$ cat config.mk
export PLATFORM = sky130hd
export DESIGN_NAME = ultrasonido_ctrl
export DESIGN_NICKNAME = d
export VERILOG_FILES = /design/src/rtl/ultrasonido_ctrl.sv
export SDC_FILE = /design/constraint.sdc
export NUM_CORES = 1
export LEC_CHECK = 0
export BUFFER_PORTS_ARGS = -buffer_cell sky130_fd_sc_hd__buf_2
export CAP_MARGIN = 20
export CORE_MARGIN = 2
export CORE_UTILIZATION = 55
export DETAILED_ROUTE_END_ITERATION = 10
export PLACE_DENSITY = 0.75
export RECOVER_POWER = 50
export SKIP_LAST_GASP = 1
export SLEW_MARGIN = 20
export SYNTH_ARGS = -nofsm -noshare
export SYNTH_HDL_FRONTEND = slang
export SYNTH_SLANG_ARGS = --single-unit
$ cat constraint.sdc
create_clock -name clk -period 2.8 [get_ports clk]
set_clock_uncertainty 0.05 [all_clocks]
set_input_delay 0.14 -clock clk [delete_from_list [all_inputs] [get_ports clk]]
set_output_delay 0.14 -clock clk [all_outputs]
set_load 0.1 [all_outputs]
$ cat src/rtl/ultrasonido_ctrl.sv
// HC-SR04-style ultrasonic ranger controller.
// Fires a periodic trigger pulse, times the returned echo pulse and reports
// the width in centimetres with a one-cycle done strobe. A missing or
// over-long echo is reported as an all-ones distance with timeout set.
module ultrasonido_ctrl #(
  parameter int TRIG_CYCLES    = 500,
  parameter int CYCLES_PER_CM  = 2900,
  parameter int TIMEOUT_CYCLES = 1900000,
  parameter int PERIOD_CYCLES  = 3000000,
  parameter int DIST_WIDTH     = 9
) (
  input  logic                  clk,
  input  logic                  reset,
  input  logic                  echo,
  output logic                  trigger,
  output logic                  done,
  output logic [DIST_WIDTH-1:0] distance,
  output logic                  timeout
);

  localparam int TRW = $clog2(TRIG_CYCLES + 1);
  localparam int PSW = $clog2(CYCLES_PER_CM + 1);
  localparam int TOW = $clog2(TIMEOUT_CYCLES + 2);
  localparam int PRW = $clog2(PERIOD_CYCLES + 1);

  localparam logic [TRW-1:0] TRIG_LAST   = TRW'(TRIG_CYCLES - 1);
  localparam logic [PSW-1:0] PRESC_LAST  = PSW'(CYCLES_PER_CM - 1);
  localparam logic [TOW-1:0] TO_LIMIT    = TOW'(TIMEOUT_CYCLES);
  localparam logic [PRW-1:0] PERIOD_LAST = PRW'(PERIOD_CYCLES - 1);

  typedef enum logic [2:0] {
    IDLE, TRIG, WAIT_LOW, WAIT_ECHO, MEASURE, RESULT, ABORT, HOLDOFF
  } state_t;

  state_t state, next_state;

  logic                  echo_p0, echo_s, echo_s_p1;
  logic                  echo_rise, echo_fall;
  logic [TRW-1:0]        trig_cnt;
  logic [PRW-1:0]        period_cnt;
  logic [TOW-1:0]        to_cnt;
  logic [PSW-1:0]        presc;
  logic [DIST_WIDTH-1:0] cm_cnt;
  logic                  to_hit, period_last, to_active;

  // Prescaler advance: wraps once a full centimetre of echo has elapsed.
  function automatic logic [PSW-1:0] presc_step(input logic [PSW-1:0] p);
    return (p == PRESC_LAST) ? '0 : p + 1'b1;
  endfunction

  // Centimetre advance on prescaler wrap, saturating at all ones.
  function automatic logic [DIST_WIDTH-1:0] cm_sat_step(input logic [DIST_WIDTH-1:0] c,
                                                        input logic [PSW-1:0]        p);
    if (p == PRESC_LAST && c != '1) return c + 1'b1;
    return c;
  endfunction

  assign echo_rise   = echo_s & ~echo_s_p1;
  assign echo_fall   = ~echo_s & echo_s_p1;
  assign to_hit      = (to_cnt == TO_LIMIT);
  assign period_last = (period_cnt == PERIOD_LAST);
  assign to_active   = (state == WAIT_LOW) || (state == WAIT_ECHO) || (state == MEASURE);

  // Two-flop synchroniser for the asynchronous echo pin plus an edge-detect delay.
  always_ff @(posedge clk or negedge reset) begin
    if (!reset) begin
      echo_p0   <= 1'b0;
      echo_s    <= 1'b0;
      echo_s_p1 <= 1'b0;
    end else begin
      echo_p0   <= echo;
      echo_s    <= echo_p0;
      echo_s_p1 <= echo_s;
    end
  end

  // State register.
  always_ff @(posedge clk or negedge reset) begin
    if (!reset) state <= IDLE;
    else        state <= next_state;
  end

  // Next-state logic; an expiring timeout beats a coincident echo edge.
  always_comb begin
    next_state = state;
    case (state)
      IDLE:      next_state = TRIG;
      TRIG:      if (trig_cnt == TRIG_LAST) next_state = WAIT_LOW;
      WAIT_LOW:  if (to_hit) next_state = ABORT; else if (!echo_s) next_state = WAIT_ECHO;
      WAIT_ECHO: if (to_hit) next_state = ABORT; else if (echo_rise) next_state = MEASURE;
      MEASURE:   if (to_hit) next_state = ABORT; else if (echo_fall) next_state = RESULT;
      RESULT:    next_state = HOLDOFF;
      ABORT:     next_state = HOLDOFF;
      HOLDOFF:   if (period_last) next_state = TRIG;
      default:   next_state = IDLE;
    endcase
  end

  // Trigger length, measurement period and timeout counters.
  always_ff @(posedge clk or negedge reset) begin
    if (!reset) begin
      trig_cnt   <= '0;
      period_cnt <= '0;
      to_cnt     <= '0;
    end else begin
      trig_cnt <= (state == TRIG) ? trig_cnt + 1'b1 : '0;
      if ((next_state == TRIG && state != TRIG) || period_last) period_cnt <= '0;
      else                                                      period_cnt <= period_cnt + 1'b1;
      if (state == TRIG)  to_cnt <= '0;
      else if (to_active) to_cnt <= to_cnt + 1'b1;
    end
  end

  // Echo width measurement; the rising-edge cycle already has echo_s high, so
  // it is counted as the first cycle starting from a cleared count.
  always_ff @(posedge clk or negedge reset) begin
    if (!reset) begin
      presc  <= '0;
      cm_cnt <= '0;
    end else if (state == WAIT_ECHO && echo_rise) begin
      presc  <= presc_step('0);
      cm_cnt <= cm_sat_step('0, '0);
    end else if (state == MEASURE && echo_s) begin
      presc  <= presc_step(presc);
      cm_cnt <= cm_sat_step(cm_cnt, presc);
    end
  end

  // Registered outputs; done/distance/timeout update on entry to RESULT or ABORT.
  always_ff @(posedge clk or negedge reset) begin
    if (!reset) begin
      trigger  <= 1'b0;
      done     <= 1'b0;
      distance <= '0;
      timeout  <= 1'b0;
    end else begin
      trigger <= (state == TRIG);
      done    <= (next_state == RESULT) || (next_state == ABORT);
      if (next_state == RESULT) begin
        distance <= cm_cnt;
        timeout  <= 1'b0;
      end else if (next_state == ABORT) begin
        distance <= '1;
        timeout  <= 1'b1;
      end
    end
  end

endmodule

==> impl_metrics.csv, run 1 <==
group,metric,value,unit
setup_path,crit_path_start_kind,"register",
placed_design,gp_congestion,0.865,
worst_hold_path,min_from,"echo_p0",
detailed_routing,drt-met1-wl,4380,µm
clock_network,cts_buffers,9,
worst_hold_path,hold_end,"echo_s",
setup_path,crit_fanout,22,
synthesis,synth_area_per_cell,9.37,µm²
setup_path,cp.arrival,2.83,ns
clock_network,clk_latency,0.35,ns
setup_path,path_class,"reg2reg",
synthesis,syn_nets,501,
die,rows,33,
clock_network,ctsHoldBuffers,2,
synthesis,syn_area,4600,µm²
clock_network,htree_levels,3,
detailed_routing,wl_per_cell,14.4,µm
sta,post-route-period-util,0.940,
synthesis,synth_top_cell_by_area,"dfrtp_1",
pwr,powerDensity,466,nW/µm²
sta,hold_ws,0.304,ns
setup_path,crit_slowest_cell,"or4_1",
run,drv_cap,0,
layout,finalNonFillerCells,623,
placed_design,port_buffers,14,
pwr,p_leak,2.25,nW
synthesis,synth-main-ff-cell,"dfrtp_1",
global_route,grt_max_degree,48,
setup_path,required,3.00,ns
run_status,outcome,"complete, no violations",
detailed_routing,drt-total-wl,8950,µm
clock_network,clockRootBuffer,"clkbuf_8",
layout,num_antenna_cells,0,
clock_network,clk_pin_slew_worst_paths,0.09,ns
setup_path,crit_buf_inv,1,
synthesis,ys_ff_latch,91,
synthesis,yosysTopAreaCellShare,0.495,
clock_network,postCtsResizedCells,0,
placed_design,dp_cells,605,
layout,area_growth,10.1,%
synthesis,synth_cell_types,54,
global_route,antenna_found_initial,0,
detailed_routing,dr.pass1.iters,4,
detailed_routing,wl_met2,4150,µm
synthesis,synthArstFlopShare,1.00,
synthesis,synth_warnings,0,
worst_hold_path,whs_path_depth,0,
global_route,grt_usage,0.217,
pwr,ir_drop,0.000237,V
die,core,8180,µm²
detailed_routing,drc,0,
setup_path,critical_path.max_stage_delay,0.61,ns
setup_path,r2r-end,"period_cnt[17]",
die,ios,15,
sta,setup_viol,0,
synthesis,synth_edf_count,0,
synthesis,ys_seq_area_frac,0.495,
detailed_routing,ant_nets,0,
layout,fillers,676,
sta,layout_min_cycle_time,2.63,ns
sta,rsz0062_at_grt,"no",
synthesis,synthTopCellsByArea,"dfrtp_1 (49%), nor2_1 (7.5%), xnor2_1 (5.3%)",
clock_network,cts.sinks,91,
setup_path,crit_path_end_kind,"register",
sta,max_clock_freq,0.380,GHz
setup_path,rr_worst_depth,8,
setup_path,critical_path.cell_chain,"ha_1 > and4_1 > nand3_1 > or4_1 > a211o_1 > a211oi_2 > buf_12 > nor2_1",
detailed_routing,wl_met3,251,µm
sta,hold_viol_final,0,
die,die_x,95.5,µm
setup_path,cp_top_family,"simple AND/OR/NAND/NOR gates",
setup_path,rr_startpoint,"period_cnt[0]",
die,initial_utilization,0.563,
layout,nets,523,
clock_network,cts_setup_buffers,0,
sta,timing.setup.tns,0,ns
detailed_routing,viasPerCell,5.67,
die,die_area,9110,µm²
sta,slew_viol_final,0,
synthesis,synth_most_common_cell,"nor2_1",
clock_network,cts_tree,"done",
synthesis,ys_top_cells_by_count,"nor2_1 (92), dfrtp_1 (91), nand2_1 (50), nand3_1 (30), xnor2_1 (28)",
global_route,grt_pass1_wl,15500,µm
global_route,overflow,0,
clock_network,clockBufferDepth,2,
global_route,grt_pass1_vias,3385,
sta,tightest_slew,1.18,ns
synthesis,syn_inst,491,
placed_design,detailed_place_hpwl,6030,µm
detailed_routing,vias,3532,
sta,slew_headroom,0.215,
layout,drive_gt1_frac,0.0888,
setup_path,reg2reg_slack,0.17,ns
detailed_routing,top_layer,"met4",
worst_hold_path,min_path_type,"reg2reg",
detailed_routing,drt_iter0_drc,194,
layout,final_core_util,0.620,
die,die_height,95.5,µm
worst max-delay path by stage:
stage                      to  depth (start not counted)  slack (ns)          start
2_1_floorplan  period_cnt[12]                          9        0.28  period_cnt[0]
3_3_place_gp    period_cnt[4]                          8        0.30  period_cnt[0]
3_5_place_dp   period_cnt[13]                          8        0.18  period_cnt[0]
4_1_cts         period_cnt[2]                          8        0.16  period_cnt[0]
5_1_grt         period_cnt[7]                          8        0.01  period_cnt[0]
6_report       period_cnt[17]                          8        0.17  period_cnt[0]
registers in the layout, summed over array words and instances (netlist names):
register    cells
echo_p0         1
trigger         1
distance        9
state           3
to_cnt         21
trig_cnt        9
echo_s_p1       1
cm_cnt          9
done            1
period_cnt     22
echo_s          1
timeout         1
presc          12
cells in the final DEF (no fill, tap or decap), types with 3 or more instances in the layout:
| master | count |
|---|---|
| ha_1 | 7 |
| and2_1 | 4 |
| inv_1 | 8 |
| o21ai_0 | 16 |
| nand2_1 | 50 |
| xor2_1 | 27 |
| dfrtp_1 | 91 |
| nand3_1 | 30 |
| a21o_1 | 3 |
| nor4b_1 | 3 |
| clkbuf_8 | 10 |
| nor2b_1 | 6 |
| and4_1 | 9 |
| buf_2 | 10 |
| nor4_1 | 5 |
| nand2b_1 | 5 |
| clkbuf_1 | 3 |
| buf_4 | 9 |
| or3_1 | 6 |
| nor3_1 | 9 |
| nand4_1 | 18 |
| nor2_1 | 92 |
| a21oi_1 | 17 |
| xnor2_1 | 28 |
| and3_1 | 8 |
power breakdown:
part / switching, mW / leakage, nW / internal (mW)
sequential: 0.00263 / 1.23 / 1.32
clock: 0.476 / 0.113 / 0.535
combinational: 0.0266 / 0.902 / 0.00457
cell families after synthesis:
family	Yosys count	share of synthesized area
compound gates	53	0.0737
xor+xnor	55	0.105
fa+ha+maj	7	0.0190
buf+inv	24	0.0234
flops	91	0.495
mux	2	0.00462
simple gates	259	0.280
through the flow:
step           total power, mW  setup slack (ns)  area, µm²
6_report                  2.36             0.168       5070
3_3_place_gp              1.38             0.304       4840
3_5_place_dp              1.38             0.179       4840
4_1_cts                   2.39             0.157       5090
5_1_grt                   2.44            0.0141       5070
2_1_floorplan             1.35             0.284       4600
layer usage:
layer | global-route usage | vias to the layer above
met5 | 0 | -
li1 | - | 1737
met2 | 0.344 | 55
met4 | 0.0905 | 0
met3 | 0.0308 | 14
met1 | 0.300 | 1726
layout make-up:
class / instances / area, µm² / share of cell area
sequential: 91 / 2280 / 0.449
tap: 105 / 131 / 0.0259
clock inverter: 6 / 93.8 / 0.0185
multi-input combinational: 376 / 2220 / 0.438
inverter: 8 / 30.0 / 0.00593
clock buffer: 10 / 138 / 0.0272
timing repair buffer: 27 / 179 / 0.0353
(Power assumes the default switching activity.)
==> inputs of run 2 (changes only) <==
--- a/config.mk
+++ b/config.mk
@@ -12,6 +12,7 @@
 export DETAILED_ROUTE_END_ITERATION = 10
 export PLACE_DENSITY = 0.75
 export RECOVER_POWER = 50
+export SETUP_SLACK_MARGIN = 0.5
 export SKIP_LAST_GASP = 1
 export SLEW_MARGIN = 20
 export SYNTH_ARGS = -nofsm -noshare
==> run 2 against run 1 <==
Hold slack better by 0.0037 ns. Core utilization up 3.2 points. Total power down 2.4%. Flip-flop and latch count unchanged. First-iteration DRC count down 9.8%. Die area unchanged. Largest cell class is now multi-input combinational cells. Largest power group unchanged. Highest routed layer unchanged.
==> impl_metrics.csv, run 2 (synthesis results as in run 1) <==
group,metric,value,unit
run_status,outcome,"complete, no violations",
setup_path,critical_path.max_stage_delay,0.47,ns
global_route,overflow,0,
layout,final_common_cell,"dfrtp_1",
setup_path,crit_start,"period_cnt[1]",
setup_path,required,3.02,ns
sta,hold_ws,0.308,ns
setup_path,r2r-end,"period_cnt[12]",
detailed_routing,drt_iter0_drc,175,
clock_network,clockBufferDepth,2,
setup_path,crit_path_start_kind,"register",
sta,slew_headroom,0.227,
detailed_routing,dr.pass1.iters,4,
worst_hold_path,min_path_type,"reg2reg",
setup_path,rr_startpoint,"period_cnt[1]",
setup_path,reg2reg_slack,0.41,ns
die,die_x,95.5,µm
sta,layout_min_cycle_time,2.39,ns
placed_design,port_buffers,14,
sta,timing.setup.tns,0,ns
clock_network,htree_levels,3,
detailed_routing,viasPerCell,5.61,
detailed_routing,vias,3567,
detailed_routing,drc,0,
layout,area_growth,15.7,%
pwr,p_int,1.76,mW
clock_network,clk_latency,0.37,ns
layout,nets,536,
detailed_routing,ant_nets,0,
global_route,antenna_found_initial,0,
clock_network,clockRootBuffer,"clkbuf_8",
setup_path,crit_path_end_kind,"register",
layout,largest_reg_flops,22,
sta,slew_viol_final,0,
pwr,power_frac_comb,0.015,
pwr,ir_drop,0.000280,V
setup_path,crit_slowest_cell,"or4_4",
sta,post-route-period-util,0.853,
layout,num_antenna_cells,0,
run,drv_cap,0,
detailed_routing,wl_per_cell,14.9,µm
sta,rsz0062_at_grt,"yes",
sta,tightest_slew,1.16,ns
sta,hold_viol_final,0,
detailed_routing,drt-total-wl,9470,µm
sta,max_clock_freq,0.419,GHz
global_route,grt_max_degree,54,
layout,final_cell_mix,"dfrtp_1 (88), nor2_1 (80), nand2_1 (50), nand3_1 (29), xnor2_1 (28)",
layout,largest_register,"period_cnt",
clock_network,clk_pin_slew_worst_paths,0.11,ns
die,initial_utilization,0.563,
placed_design,detailed_place_hpwl,6130,µm
setup_path,cp.arrival,2.61,ns
global_route,grt_pass1_wl,15700,µm
pwr,p_clk_frac,0.413,
clock_network,cts.sinks,91,
pwr,p_leak,2.30,nW
die,die_height,95.5,µm
layout,fillers,644,
layout,reg.largest.list,"period_cnt: 22 flops, to_cnt: 21 flops, presc: 12 flops",
setup_path,rr_worst_depth,9,
pwr,p_seq_frac,0.572,
placed_design,gp_congestion,0.867,
setup_path,critical_path.cell_chain,"ha_2 > and4_1 > nand3_1 > or4_4 > a211o_1 > a211oi_4 > buf_6 > buf_6 > nor2_1",
clock_network,cts_tree,"done",
die,core,8180,µm²
layout,drive_gt1_frac,0.166,
setup_path,crit_fanout,6,
setup_path,cp-endpoint,"period_cnt[12]",
clock_network,cts_buffers,9,
pwr,swShare,0.237,
global_route,grt_pass1_vias,3449,
pwr,powerDensity,433,nW/µm²
sta,setup_viol,0,
die,rows,33,
die,ios,15,
setup_path,cpMostUsedCell,"buf_6",
global_route,grt_usage,0.220,
pwr,switchingPower,0.546,mW
die,die_area,9110,µm²
setup_path,path_class,"reg2reg",
-- run 2: changes by cell type in the layout (fill, tap and decap cells not counted), sizes merged --
| cell | previous run | this run |
|---|---|---|
| clkbuf | 15 | 12 |
| inv | 10 | 13 |
| clkinvlp | 1 | 0 |
| buf | 20 | 35 |
| bufinv | 2 | 1 |
-- run 2: worst min path at each step --
stage             from          end  depth (start not counted)
3_3_place_gp     reset  trig_cnt[7]                          1
3_5_place_dp     reset  trig_cnt[7]                          1
5_1_grt        echo_p0       echo_s                          0
4_1_cts          reset  trig_cnt[7]                          2
2_1_floorplan    reset    cm_cnt[0]                          0
6_report       echo_p0       echo_s                          0
-- run 2: per-stage QoR --
stage          total power, mW  worst slack, ns  std cells  area, µm²  utilization
6_report                  2.30            0.411        636       5330        0.651
5_1_grt                   2.39            0.311        636       5330        0.651
4_1_cts                   2.32            0.418        635       5260        0.643
3_5_place_dp              1.38            0.139        603       4840        0.592
3_3_place_gp              1.38            0.190        603       4840        0.592
2_1_floorplan             1.35            0.461        491       4640            -
-- run 2: layer usage --
layer,GRT usage,up-vias,wire (µm)
met5,0,-,0
met4,0.0845,0,144
met3,0.0387,13,243
met2,0.366,41,4780
met1,0.289,1746,4300
li1,-,1767,-
-- run 2: area by class of cell --
class                           count  area, µm²  area share
Multi-Input combinational cell    376       2360       0.442
Sequential cell                    91       2280       0.428
Clock inverter                      7       87.6      0.0164
Tap cell                          105        131      0.0247
Timing Repair Buffer               40        315      0.0592
Clock buffer                        9        124      0.0233
Inverter                            8       30.0     0.00564
-- run 2: power groups by stage --
stage	Combinational [mW]	Sequential, mW	Clock [mW]
after floorplan	0.00235	1.34	0
after global placement	0.0341	1.34	0
after detailed placement	0.0342	1.34	0
after CTS	0.0364	1.32	0.968
after global routing	0.0405	1.32	1.03
final	0.0341	1.32	0.952
-- run 2: worst max-delay path: cells and delay by family, from the launching register on --
family / cells / cell delay (ns)
adder cells (fa/ha/maj): 1 / 0.22
AND/OR/NAND/NOR: 4 / 0.81
buffers and inverters: 2 / 0.29
AO/OA/AOI/OAI: 2 / 0.56
flip-flops: 1 / 0.37
-- run 2: timing repair --
action / CTS / global route
endpoints found under the setup margin: 43 / 47
gates cloned: 3 / 0
endpoints found under the hold margin: 39 / 0
hold buffers: 2 / 0
resized for setup: 21 / 19
pin swaps: 10 / 1
buffers inserted: 11 / 1
